`src/rtl/cpu_pkg.sv`:
```
// Shared definitions for the multicycle control path: opcodes, FSM state
// encodings, instruction classes and the mux/ALU select encodings.
package cpu_pkg;

  typedef enum logic [2:0] {
    ST_FETCH  = 3'd0,
    ST_DECODE = 3'd1,
    ST_EXEC   = 3'd2,
    ST_MEM    = 3'd3,
    ST_WB     = 3'd4
  } state_t;

  typedef enum logic [3:0] {
    CLS_NOP,
    CLS_JUMP,
    CLS_RTYPE,
    CLS_IARITH,
    CLS_BRANCH,
    CLS_LI,
    CLS_LUI,
    CLS_LWI,
    CLS_SWI,
    CLS_LW,
    CLS_SW,
    CLS_ILLEGAL
  } op_class_t;

  localparam logic [5:0] OP_NOP = 6'b000000;
  localparam logic [5:0] OP_J   = 6'b000001;
  localparam logic [5:0] OP_BEQ = 6'b100000;
  localparam logic [5:0] OP_BNE = 6'b100001;
  localparam logic [5:0] OP_BLT = 6'b100010;
  localparam logic [5:0] OP_BLE = 6'b100011;
  localparam logic [5:0] OP_LI  = 6'b111001;
  localparam logic [5:0] OP_LUI = 6'b111010;
  localparam logic [5:0] OP_LWI = 6'b111011;
  localparam logic [5:0] OP_SWI = 6'b111100;
  localparam logic [5:0] OP_LW  = 6'b111101;
  localparam logic [5:0] OP_SW  = 6'b111110;

  localparam logic [1:0] PC_SEL_INC    = 2'b00;
  localparam logic [1:0] PC_SEL_BRANCH = 2'b01;
  localparam logic [1:0] PC_SEL_JUMP   = 2'b10;

  localparam logic [1:0] WB_SEL_ALU = 2'b00;
  localparam logic [1:0] WB_SEL_MEM = 2'b01;
  localparam logic [1:0] WB_SEL_LI  = 2'b10;
  localparam logic [1:0] WB_SEL_LUI = 2'b11;

  localparam logic [2:0] ALU_OP_ADD = 3'b010;
  localparam logic [2:0] ALU_OP_SUB = 3'b011;

  // Branch condition from the low two opcode bits: BEQ, BNE, BLT, BLE.
  function automatic logic branch_taken(input logic [1:0] cond,
                                        input logic zero,
                                        input logic lt);
    case (cond)
      2'b00:   branch_taken = zero;
      2'b01:   branch_taken = !zero;
      2'b10:   branch_taken = lt;
      default: branch_taken = lt | zero;
    endcase
  endfunction

endpackage

```
`src/rtl/ctrl_decode.sv`:
```
// Opcode classifier: maps the 6-bit opcode onto one instruction class.
module ctrl_decode
  import cpu_pkg::*;
(
  input  logic [5:0] opcode,
  output op_class_t  op_class
);

  // Pure lookup; anything not listed is reported as illegal.
  always_comb begin
    op_class = CLS_ILLEGAL;
    casez (opcode)
      OP_NOP:    op_class = CLS_NOP;
      OP_J:      op_class = CLS_JUMP;
      6'b010???: op_class = CLS_RTYPE;
      6'b11001?: op_class = CLS_IARITH;
      6'b1101??: op_class = CLS_IARITH;
      6'b1000??: op_class = CLS_BRANCH;
      OP_LI:     op_class = CLS_LI;
      OP_LUI:    op_class = CLS_LUI;
      OP_LWI:    op_class = CLS_LWI;
      OP_SWI:    op_class = CLS_SWI;
      OP_LW:     op_class = CLS_LW;
      OP_SW:     op_class = CLS_SW;
      default:   op_class = CLS_ILLEGAL;
    endcase
  end

endmodule

```
`src/rtl/multicycle_ctrl.sv`:
```
// Multicycle CPU control FSM (FETCH/DECODE/EXEC/MEM/WB).
// Optional feature: define MEM_WAIT_EN to stall FETCH and MEM on mem_ready.
module multicycle_ctrl
  import cpu_pkg::*;
(
  input  logic       clk,
  input  logic       rst_n,
  input  logic [5:0] opcode,
  input  logic       alu_zero,
  input  logic       alu_lt,
  input  logic       mem_ready,
  output logic       pc_we,
  output logic [1:0] pc_sel,
  output logic       ir_we,
  output logic       rf_we,
  output logic [1:0] wb_sel,
  output logic [2:0] alu_op,
  output logic       alu_b_imm,
  output logic       dmem_re,
  output logic       dmem_we,
  output logic       addr_sel,
  output logic [2:0] state,
  output logic       illegal
);

  state_t    cur_state;
  state_t    next_state;
  op_class_t op_class;
  logic      mem_go;

`ifdef MEM_WAIT_EN
  assign mem_go = mem_ready;
`else
  logic unused_mem_ready;
  assign unused_mem_ready = mem_ready;
  assign mem_go = 1'b1;
`endif

  ctrl_decode u_decode (
    .opcode   (opcode),
    .op_class (op_class)
  );

  assign state = cur_state;

  // State register; reset lands in FETCH without waiting for a clock edge.
  always_ff @(posedge clk or negedge rst_n) begin
    if (!rst_n) cur_state <= ST_FETCH;
    else        cur_state <= next_state;
  end

  // Next state and control outputs; all outputs held low while in reset.
  always_comb begin
    next_state = ST_FETCH;
    pc_we      = 1'b0;
    pc_sel     = PC_SEL_INC;
    ir_we      = 1'b0;
    rf_we      = 1'b0;
    wb_sel     = WB_SEL_ALU;
    alu_op     = 3'b000;
    alu_b_imm  = 1'b0;
    dmem_re    = 1'b0;
    dmem_we    = 1'b0;
    addr_sel   = 1'b0;
    illegal    = 1'b0;
    if (rst_n) begin
      case (cur_state)
        ST_FETCH: begin
          ir_we      = mem_go;
          pc_we      = mem_go;
          pc_sel     = PC_SEL_INC;
          next_state = mem_go ? ST_DECODE : ST_FETCH;
        end
        ST_DECODE: begin
          case (op_class)
            CLS_NOP: next_state = ST_FETCH;
            CLS_JUMP: begin
              pc_we      = 1'b1;
              pc_sel     = PC_SEL_JUMP;
              next_state = ST_FETCH;
            end
            CLS_RTYPE, CLS_IARITH, CLS_BRANCH, CLS_LW, CLS_SW:
              next_state = ST_EXEC;
            CLS_LI, CLS_LUI:   next_state = ST_WB;
            CLS_LWI, CLS_SWI:  next_state = ST_MEM;
            default: begin
              illegal    = 1'b1;
              next_state = ST_FETCH;
            end
          endcase
        end
        ST_EXEC: begin
          case (op_class)
            CLS_RTYPE: begin
              alu_op     = opcode[2:0];
              next_state = ST_WB;
            end
            CLS_IARITH: begin
              alu_op     = opcode[2:0];
              alu_b_imm  = 1'b1;
              next_state = ST_WB;
            end
            CLS_BRANCH: begin
              alu_op     = ALU_OP_SUB;
              next_state = ST_FETCH;
              if (branch_taken(opcode[1:0], alu_zero, alu_lt)) begin
                pc_we  = 1'b1;
                pc_sel = PC_SEL_BRANCH;
              end
            end
            CLS_LW, CLS_SW: begin
              alu_op     = ALU_OP_ADD;
              alu_b_imm  = 1'b1;
              next_state = ST_MEM;
            end
            default: next_state = ST_FETCH;
          endcase
        end
        ST_MEM: begin
          case (op_class)
            CLS_LW: begin
              dmem_re    = 1'b1;
              addr_sel   = 1'b1;
              next_state = mem_go ? ST_WB : ST_MEM;
            end
            CLS_LWI: begin
              dmem_re    = 1'b1;
              next_state = mem_go ? ST_WB : ST_MEM;
            end
            CLS_SW: begin
              dmem_we    = 1'b1;
              addr_sel   = 1'b1;
              next_state = mem_go ? ST_FETCH : ST_MEM;
            end
            CLS_SWI: begin
              dmem_we    = 1'b1;
              next_state = mem_go ? ST_FETCH : ST_MEM;
            end
            default: next_state = ST_FETCH;
          endcase
        end
        ST_WB: begin
          rf_we      = 1'b1;
          next_state = ST_FETCH;
          case (op_class)
            CLS_LW, CLS_LWI: wb_sel = WB_SEL_MEM;
            CLS_LI:          wb_sel = WB_SEL_LI;
            CLS_LUI:         wb_sel = WB_SEL_LUI;
            default:         wb_sel = WB_SEL_ALU;
          endcase
        end
        default: next_state = ST_FETCH;
      endcase
    end
  end

endmodule

```
`config.mk`:
```
export PLATFORM = sky130hd
export DESIGN_NAME = multicycle_ctrl
export DESIGN_NICKNAME = d
export VERILOG_FILES = /design/src/rtl/cpu_pkg.sv /design/src/rtl/ctrl_decode.sv /design/src/rtl/multicycle_ctrl.sv
export SDC_FILE = /design/constraint.sdc
export NUM_CORES = 1
export LEC_CHECK = 0
export ABC_AREA = 1
export CAP_MARGIN = 5
export CORE_MARGIN = 4
export CORE_UTILIZATION = 33
export DETAILED_ROUTE_END_ITERATION = 10
export DONT_BUFFER_PORTS = 1
export MAX_ROUTING_LAYER = met4
export PLACE_DENSITY = 0.49
export SYNTH_ARGS = -nofsm -noshare
export SYNTH_HDL_FRONTEND = slang
export SYNTH_SLANG_ARGS = --single-unit
```
`constraint.sdc`:
```
create_clock -name clk -period 1.4 [get_ports clk]
set_input_delay 0 -clock clk [delete_from_list [all_inputs] [get_ports clk]]
set_output_delay 0 -clock clk [all_outputs]
set_load 0.01 [all_outputs]
```
==> results.json <==
{
  "finalHoldViolCount": 0,
  "dr.max_layer_used": "met3",
  "worst_path_max_delay_cell": "dfrtp_1",
  "max_slew_margin_pct": 78.39,
  "grt_pass1_wl_um": 3008,
  "syn_inst": 124,
  "antenna_found_initial": 0,
  "power.leakage_uw": 0.0004298,
  "startpoint_type": "flip-flop",
  "dp_hpwl_um": 1551,
  "io_pins": 29,
  "numClockSinks": 3,
  "worst_pin_slew_ns": 0.3238,
  "synth_area_um2": 679.4,
  "wl_met2_um": 918,
  "antenna_cells": 0,
  "pre_cts_ws_ns": 0.2038,
  "cp_max_fo": 4,
  "fmax_ghz": 0.7329,
  "finalMaxSlewViolations": 0,
  "grt.total_usage_pct": 14.10,
  "post-route-util_pct": 41.26,
  "final-setup-viol-count": 0,
  "drive_gt1_share_pct": 34.59,
  "drt_pre_antenna_iters": 4,
  "wl_met3_um": 106,
  "drv_cap": 0,
  "die_h_um": 53.38,
  "drt_iter0_drc": 6,
  "vias": 779,
  "ys_seq_area_share_pct": 11.05,
  "grt_max_degree": 11,
  "irDropWorstVdd_mv": 0.4291,
  "syn_avg_cell_area_um2": 5.479,
  "via_per_inst": 4.869,
  "clk_pin_slew_ns": 0.04,
  "hp-class": "in2async",
  "root_buffer": "clkbuf_4",
  "end_kind": "primary output",
  "status": "finished clean",
  "cpPeakStageDelay_ns": 0.40,
  "htree_levels": 1,
  "final.setup_skew_ns": 0.004717,
  "ff2ff_path_depth": 8,
  "die_w_um": 53.38,
  "design_area_um2": 809.5,
  "synth_warnings": 0,
  "area_growth_pct": 19.15,
  "grt_setup_unrepaired": "yes",
  "fill_cells": 240,
  "cts_tree": "yes",
  "portBuffers": 0,
  "regArea_um2": 76.32,
  "drcViolationCount": 0,
  "wirelength_met1_um": 937,
  "wl_per_cell_um": 12.26,
  "cp.arrival_ns": 1.36,
  "drt_wl_total_um": 1961,
  "start_util_pct": 34.63,
  "powerDensity_nw_per_um2": 493.4,
  "largest_register_ffs": 3,
  "layout.nets": 145,
  "core_area_um2": 1962,
  "numCtsBuffers": 3,
  "placed_area_um2": 720.7,
  "worstPathCellList": "inv_2, nand3_2, nor2_4, inv_1, a21oi_1",
  "ys_seq_elements": 3,
  "cts_buffer_depth": 2,
  "finalSetupTns_ns": 0,
  "synth.distinct_cells": 21,
  "grt_pass1_vias": 736,
  "gp_congestion": 0.9084,
  "rows": 16,
  "insertion_delay_ns": 0.24,
  "overflow": 0,
  "syn-num-nets": 135,
  "die-area_um2": 2849,
  "cp.required_ns": 1.40,
  "setup_ws_ns": 0.03562,
  "critPathKind": "reg2out",
  "power_uw": 399.5,
  "multi_input_area_um2": 518.0,
  "period_share_pct": 97.46,
  "drtAntennaViolNets": 0,
  "fin_crit_ns": 1.364
}
-- routing by layer --
| layer | track usage [%] | vias up |
|---|---|---|
| li1 | - | 401 |
| met5 | - | - |
| met2 | 23.67 | 26 |
| met3 | 3.099 | 0 |
| met4 | 0.4255 | 0 |
| met1 | 18.14 | 352 |
-- synth_stat cells --
| library cell | instances | share of area [%] |
|---|---|---|
| buf_6 | 2 | 3.3 |
| a21oi_2 | 1 | 1.3 |
| nor3b_2 | 1 | 1.8 |
| nor2_1 | 20 | 11 |
| dfrtp_1 | 3 | 11 |
| nor3_1 | 3 | 2.2 |
| inv_2 | 3 | 1.7 |
| a21oi_1 | 3 | 2.2 |
| nand3b_1 | 2 | 2.2 |
| o21ai_0 | 2 | 1.5 |
| a211oi_2 | 1 | 1.8 |
| o31ai_1 | 1 | 1.1 |
| nand3_2 | 3 | 4.4 |
| inv_4 | 1 | 0.92 |
| inv_1 | 22 | 12 |
| nand4_1 | 4 | 3.7 |
| nand2_1 | 26 | 14 |
| nand3_1 | 12 | 8.8 |
| nor2_2 | 3 | 2.8 |
| nand2_2 | 9 | 8.3 |
| nor2_4 | 2 | 3.3 |
-- path summary, 6_finish.rpt --
| kind | startpoint | to | slack [ns] |
|---|---|---|---|
| worst max-delay path | state[2] | alu_op[1] | 0.04 |
| min in group clk | rst_n | state[1] | 0.08 |
| worst max register to register | state[0] | state[0] | 0.23 |
| worst min register to register | state[2] | state[2] | 0.73 |
| worst min-delay path | rst_n | state[1] | 0.04 |
| max in group asynchronous | rst_n | state[0] | 1.16 |
-- cell families (layout without fill, tap and decap cells) --
logic type	after synthesis	count (layout)	share of synthesized area (%)
DFF	3	3	11.05
and+or+nand+nor	85	85	62.98
buffers and inverters	28	37	18.05
AOI/OAI and AO/OA	8	8	7.919
-- layout by cell type, fill, tap and decap left out --
master	instances
nand2_1	26
inv_1	18
nor2_1	17
nand3_1	10
nand2_2	9
inv_2	7
buf_4	6
nand3_2	5
nor2_2	5
nand4_1	4
nor2_4	3
clkbuf_4	3
nor3_2	2
a21oi_2	2
a21oi_1	2
o21ai_0	2
nand3b_1	2
dfrtp_1	2
inv_4	1
nor3_1	1
o31ai_1	1
a211oi_2	1
nor3b_2	1
clkbuf_1	1
dlygate4sd3_1	1
dfrtp_2	1
-- area by class of cell --
| cell class | instances | share of cell area (%) |
|---|---|---|
| Multi-Input combinational cell | 93 | 63.99 |
| Sequential cell | 3 | 9.428 |
| Inverter | 26 | 12.36 |
| Clock buffer | 4 | 3.246 |
| Tap cell | 27 | 4.173 |
| Timing Repair Buffer | 7 | 6.801 |
-- where the power goes --
part | switching (uW) | internal, uW
sequential | 6.44 | 91.6
combinational | 92.5 | 51.8
clock | 50.0 | 107
-- critical path, delay by kind of cell (launching register included) --
kind	cells	cell delay, ns
compound gates	1	0.25
flops	1	0.40
buf+inv	2	0.20
simple gates	2	0.28
-- per-stage QoR --
step | cells | hold WS (ns)
floorplan | 124 | -0.2956
global placement | 153 | -0.2954
detailed placement | 153 | -0.2954
CTS | 159 | 0.04232
global route | 160 | 0.05186
finish | 160 | 0.04114
-- repair_timing --
item                                   CTS  global route
buffers inserted                         1             1
resized for setup                        8             6
pin swaps                                2             2
hold buffers                             1             0
setup endpoints to repair                5             6
endpoints found under the hold margin    5             0
(Power assumes the default switching activity.)
